**config.mk**
```make
export PLATFORM = sky130hd
export DESIGN_NAME = pipe_ctrl
export DESIGN_NICKNAME = d
export VERILOG_FILES = /design/src/rtl/pipe_ctrl.sv
export SDC_FILE = /design/constraint.sdc
export NUM_CORES = 1
export LEC_CHECK = 0
export ABC_AREA = 1
export BUFFER_PORTS_ARGS = -buffer_cell sky130_fd_sc_hd__buf_4
export CAP_MARGIN = 0
export CORE_MARGIN = 2
export CORE_UTILIZATION = 45
export DETAILED_ROUTE_END_ITERATION = 10
export GPL_TIMING_DRIVEN = 0
export HOLD_SLACK_MARGIN = 0.15
export PLACE_DENSITY = 0.78
export SETUP_SLACK_MARGIN = 0.15
export SYNTH_ARGS = -nofsm -noshare
export SYNTH_HDL_FRONTEND = slang
export SYNTH_SLANG_ARGS = --single-unit
export TNS_END_PERCENT = 10
```
**constraint.sdc**
```tcl
create_clock -name clk -period 2 [get_ports clk]
set_input_delay 0.2 -clock clk [delete_from_list [all_inputs] [get_ports clk]]
set_output_delay 0.2 -clock clk [all_outputs]
set_load 0.01 [all_outputs]
```
**src/rtl/pipe_ctrl.sv**
```systemverilog
// pipe_ctrl - pipeline sequencing controller for the six-stage core
// (pc, if, id, ex, mem, wb).
//
// Merges per-stage stall requests into the stall vector and turns mem-stage
// exceptions into a flush plus a redirect PC. The flush lasts FLUSH_HOLD
// cycles in total. A stall watchdog raises a sticky flag after STALL_TIMEOUT
// consecutive stalled cycles.
//
// Optional feature: define PIPE_CTRL_STALL_CNT_EN to build a free-running
// 32-bit stall-cycle counter on stall_cycles_o. When it is undefined, the
// port is tied to zero.
//
// Ports:
//   clk, rst          clock, synchronous active-high reset
//   stallreq_if/id/ex/mem  stall requests from the fetch/decode/execute/memory stages
//   excepttype_i      mem-stage exception code (0 = none, 0xe = ERET)
//   cp0_epc_i         CP0 EPC, the redirect target used for ERET
//   stall[5:0]        per-stage hold (bit0 pc .. bit5 wb)
//   flush             invalidate all pipeline registers
//   new_pc            redirect target, valid while flush is high
//   state_o           0 = RUN, 1 = FLUSH
//   stall_timeout_o   sticky watchdog flag
//   stall_cycles_o    stall-cycle count (zero unless the counter is built)

module pipe_ctrl #(
    parameter logic [31:0] EXC_VECTOR    = 32'h0000_0020,
    parameter int unsigned FLUSH_HOLD    = 1,
    parameter int unsigned STALL_TIMEOUT = 1024
) (
    input  logic        clk,
    input  logic        rst,
    input  logic        stallreq_if,
    input  logic        stallreq_id,
    input  logic        stallreq_ex,
    input  logic        stallreq_mem,
    input  logic [31:0] excepttype_i,
    input  logic [31:0] cp0_epc_i,
    output logic [5:0]  stall,
    output logic        flush,
    output logic [31:0] new_pc,
    output logic        state_o,
    output logic        stall_timeout_o,
    output logic [31:0] stall_cycles_o
);

    typedef enum logic {
        RUN   = 1'b0,
        FLUSH = 1'b1
    } state_t;

    localparam logic [31:0] ERET_CODE = 32'h0000_000e;
    localparam logic [3:0]  HOLD_INIT = 4'(FLUSH_HOLD - 1);
    localparam logic [15:0] TIMEOUT   = 16'(STALL_TIMEOUT);

    state_t      state_q, state_d;
    logic [3:0]  hold_q, hold_d;
    logic [31:0] pc_hold_q, pc_hold_d;
    logic [15:0] run_cnt_q, run_cnt_d;
    logic        timeout_q, timeout_d;

    logic [5:0]  stall_c;
    logic        flush_c;
    logic [31:0] npc_c;

    // Next-state and ungated outputs.
    always_comb begin
        state_d   = state_q;
        hold_d    = hold_q;
        pc_hold_d = pc_hold_q;
        stall_c   = '0;
        flush_c   = 1'b0;
        npc_c     = '0;
        unique case (state_q)
            RUN: begin
                if (excepttype_i != '0) begin
                    // An exception overrides every stall request.
                    flush_c   = 1'b1;
                    npc_c     = (excepttype_i == ERET_CODE) ? cp0_epc_i : EXC_VECTOR;
                    pc_hold_d = npc_c;
                    if (FLUSH_HOLD > 1) begin
                        state_d = FLUSH;
                        hold_d  = HOLD_INIT;
                    end
                end else if (stallreq_mem) begin
                    stall_c = 6'b011111;
                end else if (stallreq_ex) begin
                    stall_c = 6'b001111;
                end else if (stallreq_id || stallreq_if) begin
                    stall_c = 6'b000111;
                end
            end
            FLUSH: begin
                // Requests and new exceptions are ignored until the hold expires.
                flush_c = 1'b1;
                npc_c   = pc_hold_q;
                hold_d  = hold_q - 4'd1;
                if (hold_q == 4'd1) begin
                    state_d = RUN;
                end
            end
            default: state_d = RUN;
        endcase
    end

    // Watchdog: count consecutive stalled cycles, saturating at TIMEOUT.
    // The flag sets on the same edge at which the count reaches TIMEOUT,
    // so it is visible exactly TIMEOUT cycles after the stall begins.
    always_comb begin
        if (flush_c || (stall_c == '0)) begin
            run_cnt_d = '0;
        end else if (run_cnt_q >= TIMEOUT) begin
            run_cnt_d = run_cnt_q;
        end else begin
            run_cnt_d = run_cnt_q + 16'd1;
        end
        timeout_d = timeout_q | (run_cnt_d == TIMEOUT);
    end

    always_ff @(posedge clk) begin
        if (rst) begin
            state_q   <= RUN;
            hold_q    <= '0;
            pc_hold_q <= '0;
            run_cnt_q <= '0;
            timeout_q <= 1'b0;
        end else begin
            state_q   <= state_d;
            hold_q    <= hold_d;
            pc_hold_q <= pc_hold_d;
            run_cnt_q <= run_cnt_d;
            timeout_q <= timeout_d;
        end
    end

`ifdef PIPE_CTRL_STALL_CNT_EN
    logic [31:0] stall_cycles_q, stall_cycles_d;

    // Wraps naturally from all-ones to zero; flushes do not clear it.
    always_comb begin
        stall_cycles_d = stall_cycles_q;
        if (stall_c != '0) begin
            stall_cycles_d = stall_cycles_q + 32'd1;
        end
    end

    always_ff @(posedge clk) begin
        if (rst) begin
            stall_cycles_q <= '0;
        end else begin
            stall_cycles_q <= stall_cycles_d;
        end
    end

    assign stall_cycles_o = rst ? '0 : stall_cycles_q;
`else
    assign stall_cycles_o = '0;
`endif

    // All outputs are forced low for as long as reset is held.
    assign stall           = rst ? '0 : stall_c;
    assign flush           = rst ? 1'b0 : flush_c;
    assign new_pc          = rst ? '0 : npc_c;
    assign state_o         = rst ? 1'b0 : (state_q == FLUSH);
    assign stall_timeout_o = rst ? 1'b0 : timeout_q;

endmodule

```
==> flow_summary_export.csv, run 1 <==
group,metric,value,unit
critical_path,worst-path-stages,6,
finish,nFillCells,546,
detailed_routing,drcViolationCount,0,
critical_path,cp_cell_sequence,"inv_2, nor2_1, inv_1, buf_2, o21ai_0, buf_4",
synth,synth-main-ff-cell,"dfxtp_1",
synth,synth_common_cells,"o21ai_0 (64), inv_1 (62), dfxtp_1 (54)",
critical_path,end_kind,"primary output",
detailed_routing,drt_pre_antenna_iters,6,
critical_path,crit_type,"reg -> out",
timing,finalSetupViolations,0,
flow_run,drv_cap,0,
timing,setup_tns,0,ns
detailed_routing,antenna_left,0,
synth,synth_warnings,0,
global_route,first_global_vias,2862,
global_route,overflow,0,
critical_path,cp_slowest_cell,"dfxtp_2",
critical_path,cp.required,1.80,ns
detailed_routing,via_per_inst,4.60,
critical_path,path_delay_family,"buffers and inverters",
timing,period_share,0.902,
place,place_congestion,0.803,
critical_path,cp-endpoint,"new_pc[28]",
critical_path,crit_buf_inv,4,
global_route,grt_usage,0.202,
finish,area.sequential,1080,µm²
place,postPlaceCellArea,4040,µm²
global_route,grt_max_degree,16,
floorplan,die-area,7370,µm²
outcome,status,"finished, final reports clean",
critical_path,cp-start-kind,"flip-flop",
clocking,cts_tree,"done",
timing,finalClockSkew,0.00956,ns
floorplan,core,6420,µm²
clocking,clkLatencyLatePin,0.30,ns
critical_path,worstPathArrival,1.60,ns
place,place_ws,0.157,ns
finish,nets,657,
synth,ys_types,26,
finish,multi_input_area,1480,µm²
power_and_ir_drop,power_density,472,nW/µm²
critical_path,r2r_cells,9,
timing,finalHoldViolCount,0,
power_and_ir_drop,leakage,1.99,nW
clocking,cts_buffers,5,
finish,finalNonFillerCells,660,
critical_path,r2r_setup_slack,0.33,ns
worst_hold_path,holdCritStartpoint,"cp0_epc_i[22]",
synth,synth_seq_cells,54,
critical_path,r2r-start,"run_cnt_q[0]",
clocking,htree_num_levels,2,
synth,synth_top_area_cell,"dfxtp_1",
global_route,antenna_found_initial,0,
synth,synth_area,3010,µm²
worst_hold_path,hold_class,"in -> reg",
global_route,grt_pass1_wl,12100,µm
finish,postLayoutCellArea,4400,µm²
critical_path,critPathLaunch,"state_q",
clocking,clk_pin_slew,0.10,ns
synth,post-synth-top-count-cell,"o21ai_0",
finish,area_delta_synth_final,46.0,%
synth,synth_cells,418,
synth,yosysTopAreaCellShare,0.359,
critical_path,reg2reg_to,"timeout_q",
synth,synthTopCellsByArea,"dfxtp_1 (36%), o21ai_0 (11%), buf_4 (9.2%)",
timing,fin_hold_ws,0.152,ns
power_and_ir_drop,ir_drop,0.330,mV
detailed_routing,routed_wl,7540,µm
timing,setup_ws,0.195,ns
floorplan,die_h,85.8,µm
place,dp.cells,635,
detailed_routing,drt-initial-drc-count,113,
finish,drive_above_1_share,0.353,
detailed_routing,routedWlPerCell,11.4,µm
place,io_buffer_count,108,
detailed_routing,vias,3034,
floorplan,std_cell_rows,29,
finish,diodes,0,
floorplan,die_w,85.8,µm
clocking,cts-root-buf,"clkbuf_8",
timing,max_freq,554,MHz
critical_path,path_max_fanout,10,
clocking,clk_path_buf_depth,2,
clocking,cts_sinks,54,
place,hpwl,5630,µm
synth,yosysSeqAreaShare,0.359,
timing,slew_violations,0,
timing,rsz0062_at_grt,"yes",
synth,postSynthAreaPerCell,7.21,µm²
timing,period_needed,1.80,ns
synth,async_flop_share,0,
floorplan,start_util,0.469,
critical_path,max_stage_delay,0.38,ns
floorplan,io_pins,143,
synth,synth_edf_count,0,
==> cell families (layout without fill, tap and decap cells) <==
| logic type | count (synthesis) | in the layout | share of synthesized area |
|---|---|---|---|
| AO/OA/AOI/OAI | 82 | 82 | 0.138 |
| XOR/XNOR | 1 | 1 | 0.00291 |
| adder cells (fa/ha/maj) | 4 | 4 | 0.0166 |
| buffers and inverters | 113 | 246 | 0.201 |
| flip-flops | 54 | 54 | 0.359 |
| other | 1 | 33 | 0.00124 |
| AND/OR/NAND/NOR | 163 | 163 | 0.281 |
==> metrics by stage <==
| step | total power (W) | utilization |
|---|---|---|
| floorplan | 0.00121 | - |
| CTS | 0.00208 | 0.671 |
| global placement | 0.00133 | 0.629 |
| global route | 0.00216 | 0.685 |
| finish | 0.00208 | 0.685 |
| detailed placement | 0.00133 | 0.629 |
==> flip-flops by register name (all words and copies together), names as in the netlist <==
name	flops
run_cnt_q	16
pc_hold_q	32
timeout_q	1
hold_q	4
state_q	1
==> layout make-up <==
type | instances | area share
sequential | 54 | 0.246
tap | 77 | 0.0219
buffer | 50 | 0.0890
clock inverter | 1 | 0.00683
timing repair buffer | 126 | 0.226
clock buffer | 6 | 0.0188
multi-input combinational | 283 | 0.337
inverter | 63 | 0.0538
==> worst register-to-register path, stage by stage, from the launching register on <==
cell	delay [ns]
dfxtp_1	0.42
ha_1	0.24
nand3_1	0.12
nor2_2	0.23
nand4_1	0.12
nand2_1	0.12
nand4_1	0.11
nor2_1	0.13
nand2_1	0.06
nand2_1	0.06
==> cells in the final DEF (no fill, tap or decap), types with 3 or more instances in the layout <==
master and count:
a21oi_1 8, buf_2 3, dfxtp_1 53, ha_1 4, clkbuf_8 6, o21ai_0 54, nand3_1 32, nor2_2 10
nand4_1 6, dlygate4sd3_1 15, clkbuf_1 3, conb_1 33, nor2_4 11, buf_6 6, nor2_1 40, nand3_2 12
inv_1 61, o21ai_1 17, nand2_1 46, buf_4 146
==> power by group <==
group	internal (W)	leakage, nW	switching [W]
Sequential	0.00108	0.436	0.000000270
Combinational	0.000163	1.50	0.0000958
Clock	0.000401	0.0573	0.000342
==> worst min path at each step <==
stage	endpoint	slack, ns	cells past startpoint
4_1_cts	pc_hold_q[22]	0.15	3
2_1_floorplan	pc_hold_q[0]	0.34	2
3_5_place_dp	pc_hold_q[22]	0.45	2
6_report	pc_hold_q[22]	0.15	3
3_3_place_gp	pc_hold_q[10]	0.44	3
5_1_grt	pc_hold_q[15]	0.15	3
==> metal layers <==
| layer | up-vias | track usage | wire length (µm) |
|---|---|---|---|
| li1 | 1585 | - | - |
| met1 | 1337 | 0.225 | 3090 |
| met2 | 102 | 0.364 | 3730 |
| met3 | 10 | 0.0751 | 626 |
| met4 | 0 | 0.0476 | 93 |
| met5 | - | 0 | 0 |
==> timing repair <==
item | CTS | global route
pin swaps | 0 | 4
setup endpoints to repair | 32 | 32
gates cloned | 0 | 1
hold buffers | 14 | 1
hold endpoints to repair | 14 | 1
resized for setup | 12 | 25
setup buffers | 0 | 2
(Power assumes the default switching activity.)
==> run 2, diff against run 1 <==
--- a/config.mk
+++ b/config.mk
@@ -9,11 +9,10 @@
 export BUFFER_PORTS_ARGS = -buffer_cell sky130_fd_sc_hd__buf_4
 export CAP_MARGIN = 0
 export CORE_MARGIN = 2
-export CORE_UTILIZATION = 45
+export CORE_UTILIZATION = 42
 export DETAILED_ROUTE_END_ITERATION = 10
-export GPL_TIMING_DRIVEN = 0
 export HOLD_SLACK_MARGIN = 0.15
-export PLACE_DENSITY = 0.78
+export PLACE_DENSITY = 0.76
 export SETUP_SLACK_MARGIN = 0.15
 export SYNTH_ARGS = -nofsm -noshare
 export SYNTH_HDL_FRONTEND = slang
==> constraint.sdc (replaced) <==
create_clock -name clk -period 1.65 [get_ports clk]
set_input_delay 0.165 -clock clk [delete_from_list [all_inputs] [get_ports clk]]
set_output_delay 0.165 -clock clk [all_outputs]
set_load 0.01 [all_outputs]
==> flow_summary_export.csv, run 2 (same netlist as run 1, synthesis figures left out) <==
group,metric,value,unit
global_route,overflow,0,
place,postPlaceCellArea,3910,µm²
finish,postLayoutCellArea,5290,µm²
clocking,htree_num_levels,2,
global_route,antenna_found_initial,1,
timing,finalClockSkew,0.00617,ns
floorplan,core,6870,µm²
timing,slew_violations,0,
finish,regMostFlops,"pc_hold_q",
finish,top_regs,"pc_hold_q (32), run_cnt_q (16), hold_q (4)",
clocking,cts_tree,"done",
detailed_routing,drt_pre_antenna_iters,5,
place,hpwl,6010,µm
clocking,clk_path_buf_depth,2,
detailed_routing,drt-initial-drc-count,217,
timing,setup_ws,-0.166,ns
detailed_routing,via_per_inst,5.20,
critical_path,cp-start-kind,"input port",
timing,rsz0062_at_grt,"yes",
floorplan,std_cell_rows,30,
detailed_routing,vias,3528,
floorplan,start_util,0.439,
finish,mostFrequentLayoutCells,"buf_4 (96), inv_1 (60), dfxtp_1 (49), nand2_1 (38)",
finish,area_delta_synth_final,75.6,%
clocking,cts_buffers,5,
finish,drive_above_1_share,0.466,
place,dp.cells,622,
detailed_routing,antenna_left,0,
finish,largest_reg_flops,32,
place,place_congestion,0.814,
global_route,first_global_vias,3241,
critical_path,end_kind,"primary output",
finish,finalNonFillerCells,679,
finish,final_util,0.770,
clocking,clkLatencyLatePin,0.31,ns
global_route,grt_pass1_wl,14000,µm
global_route,grt_max_degree,34,
power_and_ir_drop,power_density,535,nW/µm²
critical_path,path_max_fanout,5,
finish,final_common_cell,"buf_4",
power_and_ir_drop,ir_drop,0.405,mV
detailed_routing,routed_wl,12900,µm
floorplan,die-area,7870,µm²
critical_path,cp.required,1.48,ns
floorplan,io_pins,143,
detailed_routing,routedWlPerCell,19.0,µm
outcome,violations,"setup timing",
timing,finalHoldViolCount,0,
floorplan,die_w,88.7,µm
critical_path,crit_type,"in -> out",
finish,nets,655,
outcome,status,"finished with violations",
clocking,clk_pin_slew,0.11,ns
critical_path,worstPathArrival,1.65,ns
timing,period_share,1.10,
clocking,cts-root-buf,"clkbuf_8",
power_and_ir_drop,leakage,2.13,nW
place,io_buffer_count,109,
timing,period_needed,1.82,ns
flow_run,drv_cap,0,
timing,finalSetupViolations,35,
clocking,cts_sinks,54,
global_route,grt_usage,0.228,
worst_hold_path,hold_class,"in -> reg",
floorplan,die_h,88.7,µm
detailed_routing,drcViolationCount,0,
timing,max_freq,551,MHz
place,place_ws,-0.0616,ns
[run 2: cell types whose count changed in the layout (fill, tap and decap cells not counted), sizes merged]
| cell | previous run | this run |
|---|---|---|
| bufinv | 1 | 2 |
| buf | 157 | 139 |
| clkbuf | 10 | 9 |
| diode | 0 | 1 |
| dlygate4sd3 | 15 | 32 |
[run 2: worst paths after layout]
path	from	to	slack, ns	depth (start not counted)
setup / recovery	excepttype_i[7]	new_pc[2]	-0.17	12
setup reg to reg	run_cnt_q[0]	timeout_q	0.06	9
hold / removal	cp0_epc_i[29]	pc_hold_q[29]	0.30	4
hold reg to reg	run_cnt_q[15]	run_cnt_q[15]	0.47	2
[run 2: power by group]
part	switching, W	leakage (nW)	internal (W)
Clock	0.000458	0.0714	0.000648
Sequential	0.000000323	0.438	0.00130
Combinational	0.000198	1.62	0.000223
Total	0.000657	2.13	0.00217
[run 2: metal layers]
layer	wire (µm)	GRT usage
met1	4310	0.250
met2	6720	0.434
met3	785	0.0448
met4	1070	0.0758
met5	0	0
[run 2: critical path: stages]
cell and delay, ns:
buf_4 0.12, nor2_2 0.10, nand2_1 0.11, nor2_1 0.17, nand2_2 0.12, o21ai_4 0.18
nor2_4 0.07, buf_6 0.14, clkbuf_16 0.17, nand3_4 0.07, o21ai_2 0.08, buf_4 0.15
[run 2: what timing repair did]
action,CTS,global route
setup buffers,7,4
gates cloned,1,4
hold buffers,32,0
pin swaps,5,37
resized for setup,51,149
endpoints found under the hold margin,32,0
setup endpoints to repair,37,39
[run 2: cell type report]
| class | count | area, µm² |
|---|---|---|
| timing repair buffer | 174 | 1690 |
| clock inverter | 2 | 60.1 |
| tap | 96 | 120 |
| inverter | 63 | 239 |
| clock buffer | 6 | 82.6 |
| sequential | 54 | 1090 |
| fill | 404 | 1580 |
| multi-input combinational | 283 | 2010 |
| antenna | 1 | 2.50 |
[run 2: through the flow]
| step | total power, W | setup TNS (ns) | hold WS [ns] |
|---|---|---|---|
| floorplan | 0.00147 | 0 | 0.308 |
| global placement | 0.00156 | -0.0716 | 0.404 |
| detailed placement | 0.00156 | -0.422 | 0.417 |
| CTS | 0.00271 | -0.818 | 0.233 |
| global route | 0.00290 | -6.77 | 0.282 |
| finish | 0.00283 | -3.56 | 0.300 |
